File: config.mk
export PLATFORM = sky130hd
export DESIGN_NAME = spi_reg_bank
export DESIGN_NICKNAME = d
export VERILOG_FILES = /design/src/rtl/spi_reg_bank.sv
export SDC_FILE = /design/constraint.sdc
export NUM_CORES = 1
export LEC_CHECK = 0
export ABC_AREA = 1
export CAP_MARGIN = 20
export CORE_MARGIN = 8
export CORE_UTILIZATION = 30
export DETAILED_ROUTE_END_ITERATION = 10
export PLACE_DENSITY = 0.57
export SLEW_MARGIN = 10
export SYNTH_ARGS = -nofsm -noshare
export SYNTH_HDL_FRONTEND = slang
export SYNTH_SLANG_ARGS = --single-unit
File: constraint.sdc
create_clock -name clk -period 7 [get_ports clk]
set_clock_uncertainty 0.05 [all_clocks]
set_input_delay 1.4 -clock clk [delete_from_list [all_inputs] [get_ports clk]]
set_output_delay 1.4 -clock clk [all_outputs]
set_load 0.1 [all_outputs]
File: src/rtl/spi_reg_bank.sv
// Decodes SPI command frames from the byte slave into an 8-entry register map and hosts the up/down counter.
// Define SPI_REG_AUTOINC_EN to advance the address after every data byte (burst access).
module spi_reg_bank #(
    parameter int unsigned COUNT_W  = 16,
    parameter logic [7:0]  ID_VALUE = 8'hA5,
    parameter int unsigned PRESC_W  = 8
) (
    input  logic               clk,
    input  logic               rst,
    input  logic               frame_active,
    input  logic               rx_valid,
    input  logic [7:0]         rx_byte,
    output logic [7:0]         tx_byte,
    output logic [4:0]         led,
    output logic [COUNT_W-1:0] count,
    output logic               cmd_err
);

    typedef enum logic [2:0] {IDLE, CMD, WR, RD, ERR} state_e;

`ifdef SPI_REG_AUTOINC_EN
    localparam logic [2:0] ADDR_STEP = 3'd1;
`else
    localparam logic [2:0] ADDR_STEP = 3'd0;
`endif

    state_e               state_q, state_d;
    logic                 fa_q;
    logic [2:0]           addr_q, addr_d;
    logic                 load_q;
    logic [7:0]           tx_q, tx_d;
    logic                 ctrl_en_q, ctrl_en_d, ctrl_dn_q, ctrl_dn_d;
    logic [PRESC_W-1:0]   presc_q, presc_d, psc_q, psc_d;
    logic [4:0]           led_q, led_d;
    logic [7:0]           scratch_q, scratch_d, status_q, status_d, snap_q, snap_d;
    logic [COUNT_W-1:0]   count_q, count_d;
    logic                 cmd_err_q;

    logic       rx_ok_s, rise_s, cmd_bad_s, tick_s, clr_s;
    logic       tx_id_s, tx_zero_s, tx_ee_s, cmd_ld_s, wr_en_s, adv_s, rd_req_s, err_s;
    logic [7:0] rd_data_s;

    assign rx_ok_s   = rx_valid & frame_active;
    assign rise_s    = frame_active & ~fa_q;
    assign cmd_bad_s = (rx_byte[6:3] != 4'd0);

    // State register; fa_q resets high so a frame already open at reset release is ignored
    always_ff @(posedge clk or posedge rst) begin
        if (rst) begin
            state_q <= IDLE;
            fa_q    <= 1'b1;
        end else begin
            state_q <= state_d;
            fa_q    <= frame_active;
        end
    end

    // Next-state logic
    always_comb begin
        state_d = state_q;
        if (!frame_active) begin
            state_d = IDLE;
        end else begin
            case (state_q)
                IDLE: begin
                    if (rise_s) state_d = CMD;
                    else        state_d = IDLE;
                end
                CMD: begin
                    if (rx_valid) begin
                        if (cmd_bad_s)       state_d = ERR;
                        else if (rx_byte[7]) state_d = WR;
                        else                 state_d = RD;
                    end else begin
                        state_d = CMD;
                    end
                end
                default: state_d = state_q;
            endcase
        end
    end

    // Per-state control strobes
    always_comb begin
        tx_id_s   = 1'b0;
        tx_zero_s = 1'b0;
        tx_ee_s   = 1'b0;
        cmd_ld_s  = 1'b0;
        wr_en_s   = 1'b0;
        adv_s     = 1'b0;
        rd_req_s  = 1'b0;
        err_s     = 1'b0;
        case (state_q)
            IDLE: begin
                if (rise_s) tx_id_s = 1'b1;
                else        tx_id_s = 1'b0;
            end
            CMD: begin
                if (rx_ok_s) begin
                    if (cmd_bad_s) begin
                        err_s   = 1'b1;
                        tx_ee_s = 1'b1;
                    end else if (rx_byte[7]) begin
                        cmd_ld_s  = 1'b1;
                        tx_zero_s = 1'b1;
                    end else begin
                        cmd_ld_s = 1'b1;
                        rd_req_s = 1'b1;
                    end
                end else begin
                    err_s = 1'b0;
                end
            end
            WR: begin
                if (rx_ok_s) begin
                    wr_en_s   = 1'b1;
                    adv_s     = 1'b1;
                    tx_zero_s = 1'b1;
                end else begin
                    wr_en_s = 1'b0;
                end
            end
            RD: begin
                if (rx_ok_s) begin
                    adv_s    = 1'b1;
                    rd_req_s = 1'b1;
                end else begin
                    rd_req_s = 1'b0;
                end
            end
            default: err_s = 1'b0;
        endcase
    end

    // Register read mux, addressed by the frame's current address
    always_comb begin
        case (addr_q)
            3'd0:    rd_data_s = {6'd0, ctrl_dn_q, ctrl_en_q};
            3'd1:    rd_data_s = 8'(presc_q);
            3'd2:    rd_data_s = count_q[7:0];
            3'd3:    rd_data_s = snap_q;
            3'd4:    rd_data_s = {3'd0, led_q};
            3'd5:    rd_data_s = scratch_q;
            3'd6:    rd_data_s = status_q;
            3'd7:    rd_data_s = ID_VALUE;
            default: rd_data_s = 8'h00;
        endcase
    end

    // Address, MISO byte and snapshot next state; a read loads one cycle after its byte arrives
    always_comb begin
        if (cmd_ld_s)   addr_d = rx_byte[2:0];
        else if (adv_s) addr_d = addr_q + ADDR_STEP;
        else            addr_d = addr_q;

        if (tx_id_s)        tx_d = ID_VALUE;
        else if (tx_ee_s)   tx_d = 8'hEE;
        else if (tx_zero_s) tx_d = 8'h00;
        else if (load_q)    tx_d = rd_data_s;
        else                tx_d = tx_q;

        if (load_q && (addr_q == 3'd2)) snap_d = count_q[15:8];
        else                            snap_d = snap_q;

        if (err_s && (status_q != 8'hFF)) status_d = status_q + 8'd1;
        else                              status_d = status_q;
    end

    // Writable registers; read-only addresses fall through unchanged
    always_comb begin
        ctrl_en_d = ctrl_en_q;
        ctrl_dn_d = ctrl_dn_q;
        presc_d   = presc_q;
        led_d     = led_q;
        scratch_d = scratch_q;
        if (wr_en_s) begin
            case (addr_q)
                3'd0: begin
                    ctrl_en_d = rx_byte[0];
                    ctrl_dn_d = rx_byte[1];
                end
                3'd1:    presc_d   = rx_byte[PRESC_W-1:0];
                3'd4:    led_d     = rx_byte[4:0];
                3'd5:    scratch_d = rx_byte;
                default: scratch_d = scratch_q;
            endcase
        end else begin
            scratch_d = scratch_q;
        end
    end

    assign clr_s  = wr_en_s & (addr_q == 3'd0) & rx_byte[2];
    assign tick_s = ctrl_en_q & (psc_q == presc_q);

    // Counter and prescaler; a clear write wins over a tick in the same cycle
    always_comb begin
        if (clr_s) begin
            count_d = '0;
            psc_d   = '0;
        end else if (tick_s) begin
            count_d = ctrl_dn_q ? (count_q - COUNT_W'(1)) : (count_q + COUNT_W'(1));
            psc_d   = '0;
        end else if (ctrl_en_q) begin
            count_d = count_q;
            psc_d   = psc_q + PRESC_W'(1);
        end else begin
            count_d = count_q;
            psc_d   = '0;
        end
    end

    // Datapath registers
    always_ff @(posedge clk or posedge rst) begin
        if (rst) begin
            addr_q    <= 3'd0;
            load_q    <= 1'b0;
            tx_q      <= ID_VALUE;
            ctrl_en_q <= 1'b0;
            ctrl_dn_q <= 1'b0;
            presc_q   <= '0;
            psc_q     <= '0;
            led_q     <= 5'd0;
            scratch_q <= 8'h00;
            status_q  <= 8'h00;
            snap_q    <= 8'h00;
            count_q   <= '0;
            cmd_err_q <= 1'b0;
        end else begin
            addr_q    <= addr_d;
            load_q    <= rd_req_s;
            tx_q      <= tx_d;
            ctrl_en_q <= ctrl_en_d;
            ctrl_dn_q <= ctrl_dn_d;
            presc_q   <= presc_d;
            psc_q     <= psc_d;
            led_q     <= led_d;
            scratch_q <= scratch_d;
            status_q  <= status_d;
            snap_q    <= snap_d;
            count_q   <= count_d;
            cmd_err_q <= err_s;
        end
    end

    assign tx_byte = tx_q;
    assign led     = led_q;
    assign count   = count_q;
    assign cmd_err = cmd_err_q;

endmodule

After elaboration in Yosys (flattened, before gate mapping)
Cells that the tools add are included.
- bits in registers: 80
- output and inout bits: 30
- logic and storage cells: 85
- add/sub/neg operators: 4
- eq/ne operators: 13
- muxes and demuxes: 36
- bitwise operators: 6
- reductions and logical operators: 11
- operators with widths (operator ; number):
    $pmux W8 S8 ; 1
    $mux W8 ; 7
    $mux W16 ; 3
    $mux W1 ; 18
    $add A16 B1 Y16 const B ; 1
    $add A8 B1 Y8 const B ; 2
    $sub A16 B1 Y16 const B ; 1
    $eq A3 B2 Y1 const B ; 4
    $eq A3 B3 Y1 const B ; 4
    $mux W3 ; 4
    $eq A8 B8 Y1 ; 1
    $ne A8 B8 Y1 const B ; 1
    $reduce_and A2 Y1 ; 4
    $reduce_bool A4 Y1 ; 2
    $eq A3 B1 Y1 const B ; 2
    $logic_not A3 Y1 ; 2
    $pmux W3 S2 ; 1
    $and A1 B1 Y1 ; 5
    $pmux W1 S2 ; 2
    $ne A3 B1 Y1 const B ; 1
    $logic_and A1 B1 Y1 ; 2
    $reduce_bool A2 Y1 ; 1
    $not A1 Y1 ; 1

Depth between registers and ports, before layout
- word-level depth: 7
- mapped depth: 12

Worst setup path before layout
Ideal clock, no wire load.
- path kind: input to register
- start: input port frame_active
- end: register count_q[15] (netlist: count[15])
- data arrival time: 2.251 ns
- data required time: 6.830 ns
- setup slack: 4.579 ns
- stages: 10
- path buffers: 1
- path through: nand2_1 -> inv_1 -> nand3_2 -> inv_1 -> nand2_2 -> nor2_4 -> a21oi_2 -> buf_6 -> nand2_1 -> nand2_1
- word-level cells in the longest chain between the ends: 6
- elaborated cells on any way between the ends: 7
- those cells by class: mux: 3; bitwise: 3; reduce/logical: 1
- ends and longest elaborated chain (what ; RTL line ; RTL):
    start: declaration ; 10 ; input logic frame_active,
    $and A1 B1 Y1 (*) ; 43 ; assign rx_ok_s = rx_valid & frame_active;
    $mux W1 (*) ; 115 ; if (rx_ok_s) begin
    $mux W1 (*) ; 93 ; case (state_q)
    $and A1 B1 Y1 (*) (2 in series) ; 192 ; assign clr_s = wr_en_s & (addr_q == 3'd0) & rx_byte[2];
    $mux W16 / $reduce_bool A2 Y1 (equally long branches) ; n/a ;
    end signal: assignment ; 240 ; count_q <= count_d;
    end: declaration ; 36 ; logic [COUNT_W-1:0] count_q, count_d;
Every way passes the cells marked *; elsewhere a longest branch is shown, timed or not.
A chain may end at the register's enable or synchronous reset.

Worst setup path in the final report
- start: register tx_q[0] (netlist: tx_byte[0])
- end: output port tx_byte[0]
- RTL lines (what ; RTL line ; RTL):
    start: declaration ; 31 ; logic [7:0] tx_q, tx_d;
    start signal: assignment ; 231 ; tx_q <= tx_d;
    end: declaration ; 13 ; output logic [7:0] tx_byte,
No word-level cell between the ends.

==> out/results.ini <==
[status]
status = completed

[setup_path]
r2r_start = addr_q[0]
r2r_slack_ns = 4.59
worstSetupPathType = reg2out
cpPeakStageDelay_ns = 1.14
cp_data_arrival_time_ns = 2.01
crit_chain = clkdlybuf4s50_1
path_buf_inv = 1
cp_max_fo = 2
start_kind = flip-flop
endpoint_kind = output pin
r2r_cells = 8
required_ns = 5.55
reg2reg_to = psc_q[2]
cp_top_family = buffers and inverters
crit_slowest_cell = clkdlybuf4s50_1

[yosys]
ys_types = 33
ys_seq_elements = 80
seq_area_frac_synth_pct = 41.5
yosys_warnings = 0
synth_area_sq_um = 4840
postSynthAreaPerCell_sq_um = 7.35
syn-num-nets = 687
synthCells = 658

[global_routing]
grt_pass1_vias = 4029
track_usage_pct = 12.7
antenna_found_initial = 0
grt_pass1_wl_um = 20200
grt-ovfl-total = 0
grt_max_degree = 81

[clock_tree]
postCtsResizedCells = 0
cts_sinks = 80
holdBufCountCts = 0
cts_setup_buffers = 0
cts.path.max_buffers = 2
cts.clk_slew.worst_paths_ns = 0.06
insertion_delay_ns = 0.35
cts_buffers = 9
cts_tree = done
h-tree-depth = 3
cts_root_buf = clkbuf_16

[detailed_routing]
viasPerCell = 4.44
routed-wl-met3_um = 565
drt_drc_violations_left = 0
wl_met1_um = 6030
drt_iter0_markers = 212
top_layer_used = met4
ant_nets = 0
wl_met2_um = 5360
wl_um = 12200
detail_route.wl_per_cell_um = 13.2
vias = 4094
first_pass_iters = 4

[hold_path]
min_to = tx_byte[6]
worstHoldPathType = reg2reg
hold_depth = 2
min_from = tx_byte[6]

[die]
std_cell_rows = 46
die_y_um = 143
coreArea_sq_um = 15800
start_util_pct = 30.6
die_w_um = 143
dieArea_sq_um = 20400
ioPinCount = 42

[final_layout]
stdcell_count = 923
fill_cells = 1674
synthToLayoutAreaGrowth_pct = 19.5
diodes = 0
layout-drive-gt1-share_pct = 7.07
layout_common_cells = nand2_1 (220), inv_1 (86), dfrtp_1 (75), nor2_1 (67), nand3_1 (44)
fin_nets = 731
regArea_sq_um = 2010
layout_commonest_cell = nand2_1
multi_input_area_sq_um = 2420
postLayoutCoreUtil_pct = 36.5

[sta]
fmax_mhz = 289
fin_crit_sh_pct = 49.5
min_period_ns = 3.46
whs_ns = 0.434
rsz0062_at_grt = false
finalSetupTns_ns = 0
hold_violations = 0
finalSetupViolCount = 0
drv_slew = 0
relSlewSlack_pct = 34.0
worst_slew_pin_slew_ns = 0.988

[flow_run]
maxCapViolations = 0

[placed_design]
port_buffers = 41
dp_hpwl_um = 9470
gp_congestion = 0.840
dpl.cell_count = 906

[power]
irDropWorstVdd_mv = 0.247
cellLeakagePower_uw = 0.00294
power.density_cell_area_nw_per_um2 = 311

## registers in the layout, summed over array words and instances, names as in the netlist, 5 cells and up
register	cells
scratch_q	8
tx_byte	8
led	5
count	16
psc_q	8
snap_q	8
presc_q	8
status_q	8
## power breakdown
group	internal (uW)	switching, uW
Combinational	182	514
Clock	279	197
Sequential	533	91.2
Total	994	802
## cells in the mapped netlist
master / number / area [sq um]
a21oi_1: 12 / 60.1
a21oi_2: 1 / 8.76
and2_1: 1 / 6.26
buf_2: 5 / 25.0
buf_6: 4 / 45.0
clkbuf_2: 1 / 5.00
dfrtp_1: 75 / 1880
dfstp_2: 5 / 131
fa_1: 1 / 20.0
ha_1: 16 / 200
inv_1: 87 / 327
inv_2: 1 / 3.75
mux2_2: 7 / 78.8
nand2_1: 220 / 826
nand2_2: 2 / 12.5
nand2_4: 1 / 11.3
nand3_1: 44 / 220
nand3_2: 2 / 20.0
nand3b_1: 7 / 52.6
nand4_1: 17 / 106
nor2_1: 67 / 251
nor2_2: 1 / 6.26
nor2_4: 4 / 45.0
nor2_8: 1 / 20.0
nor3_1: 6 / 30.0
nor3_4: 1 / 16.3
o211ai_1: 2 / 15.0
o21ai_0: 34 / 170
o21ai_1: 7 / 35.0
or2_1: 1 / 6.26
or2_2: 5 / 31.3
xnor2_1: 4 / 35.0
xor2_1: 16 / 140
## metal layers
| metal | up-vias | global-route usage, % |
|---|---|---|
| met5 | - | 0 |
| met4 | 0 | 4.70 |
| met3 | 14 | 2.94 |
| met2 | 64 | 19.8 |
| met1 | 1839 | 16.8 |
| li1 | 2177 | - |
## cell families after synthesis
kind of cell / Yosys count / synth area share (%)
AND/OR/NAND/NOR: 380 / 34.3
XOR/XNOR: 20 / 3.62
adder cells (fa/ha/maj): 17 / 4.55
buffers and inverters: 98 / 8.38
AO/OA/AOI/OAI: 56 / 5.97
multiplexers: 7 / 1.63
flip-flops: 80 / 41.5
## worst max-delay path by stage
stage	to	cells after the start	slack, ns	start
finish	tx_byte[0]	1	3.54	tx_byte[0]
global route	tx_byte[0]	1	3.49	tx_byte[0]
CTS	tx_byte[0]	1	3.52	tx_byte[0]
detailed placement	psc_q[2]	10	3.44	frame_active
global placement	psc_q[3]	10	3.58	frame_active
floorplan	addr_q[0]	1	3.51	rst
## cell type report
class	instances	share of cell area, %
Clock buffer	9	3.90
Inverter	88	5.73
Clock inverter	7	1.32
Timing Repair Buffer	43	7.70
Tap cell	216	4.67
Multi-Input combinational cell	480	41.9
Sequential cell	80	34.7
## metrics by stage
stage	power [uW]	setup WS [ns]	instance area [sq um]
final	1800	3.54	5780
after CTS	1810	3.52	5750
after global placement	1330	3.58	5450
after floorplan	1150	3.51	4840
after global routing	1890	3.49	5780
after detailed placement	1330	3.44	5450
Power figures use the tool's default switching activity.
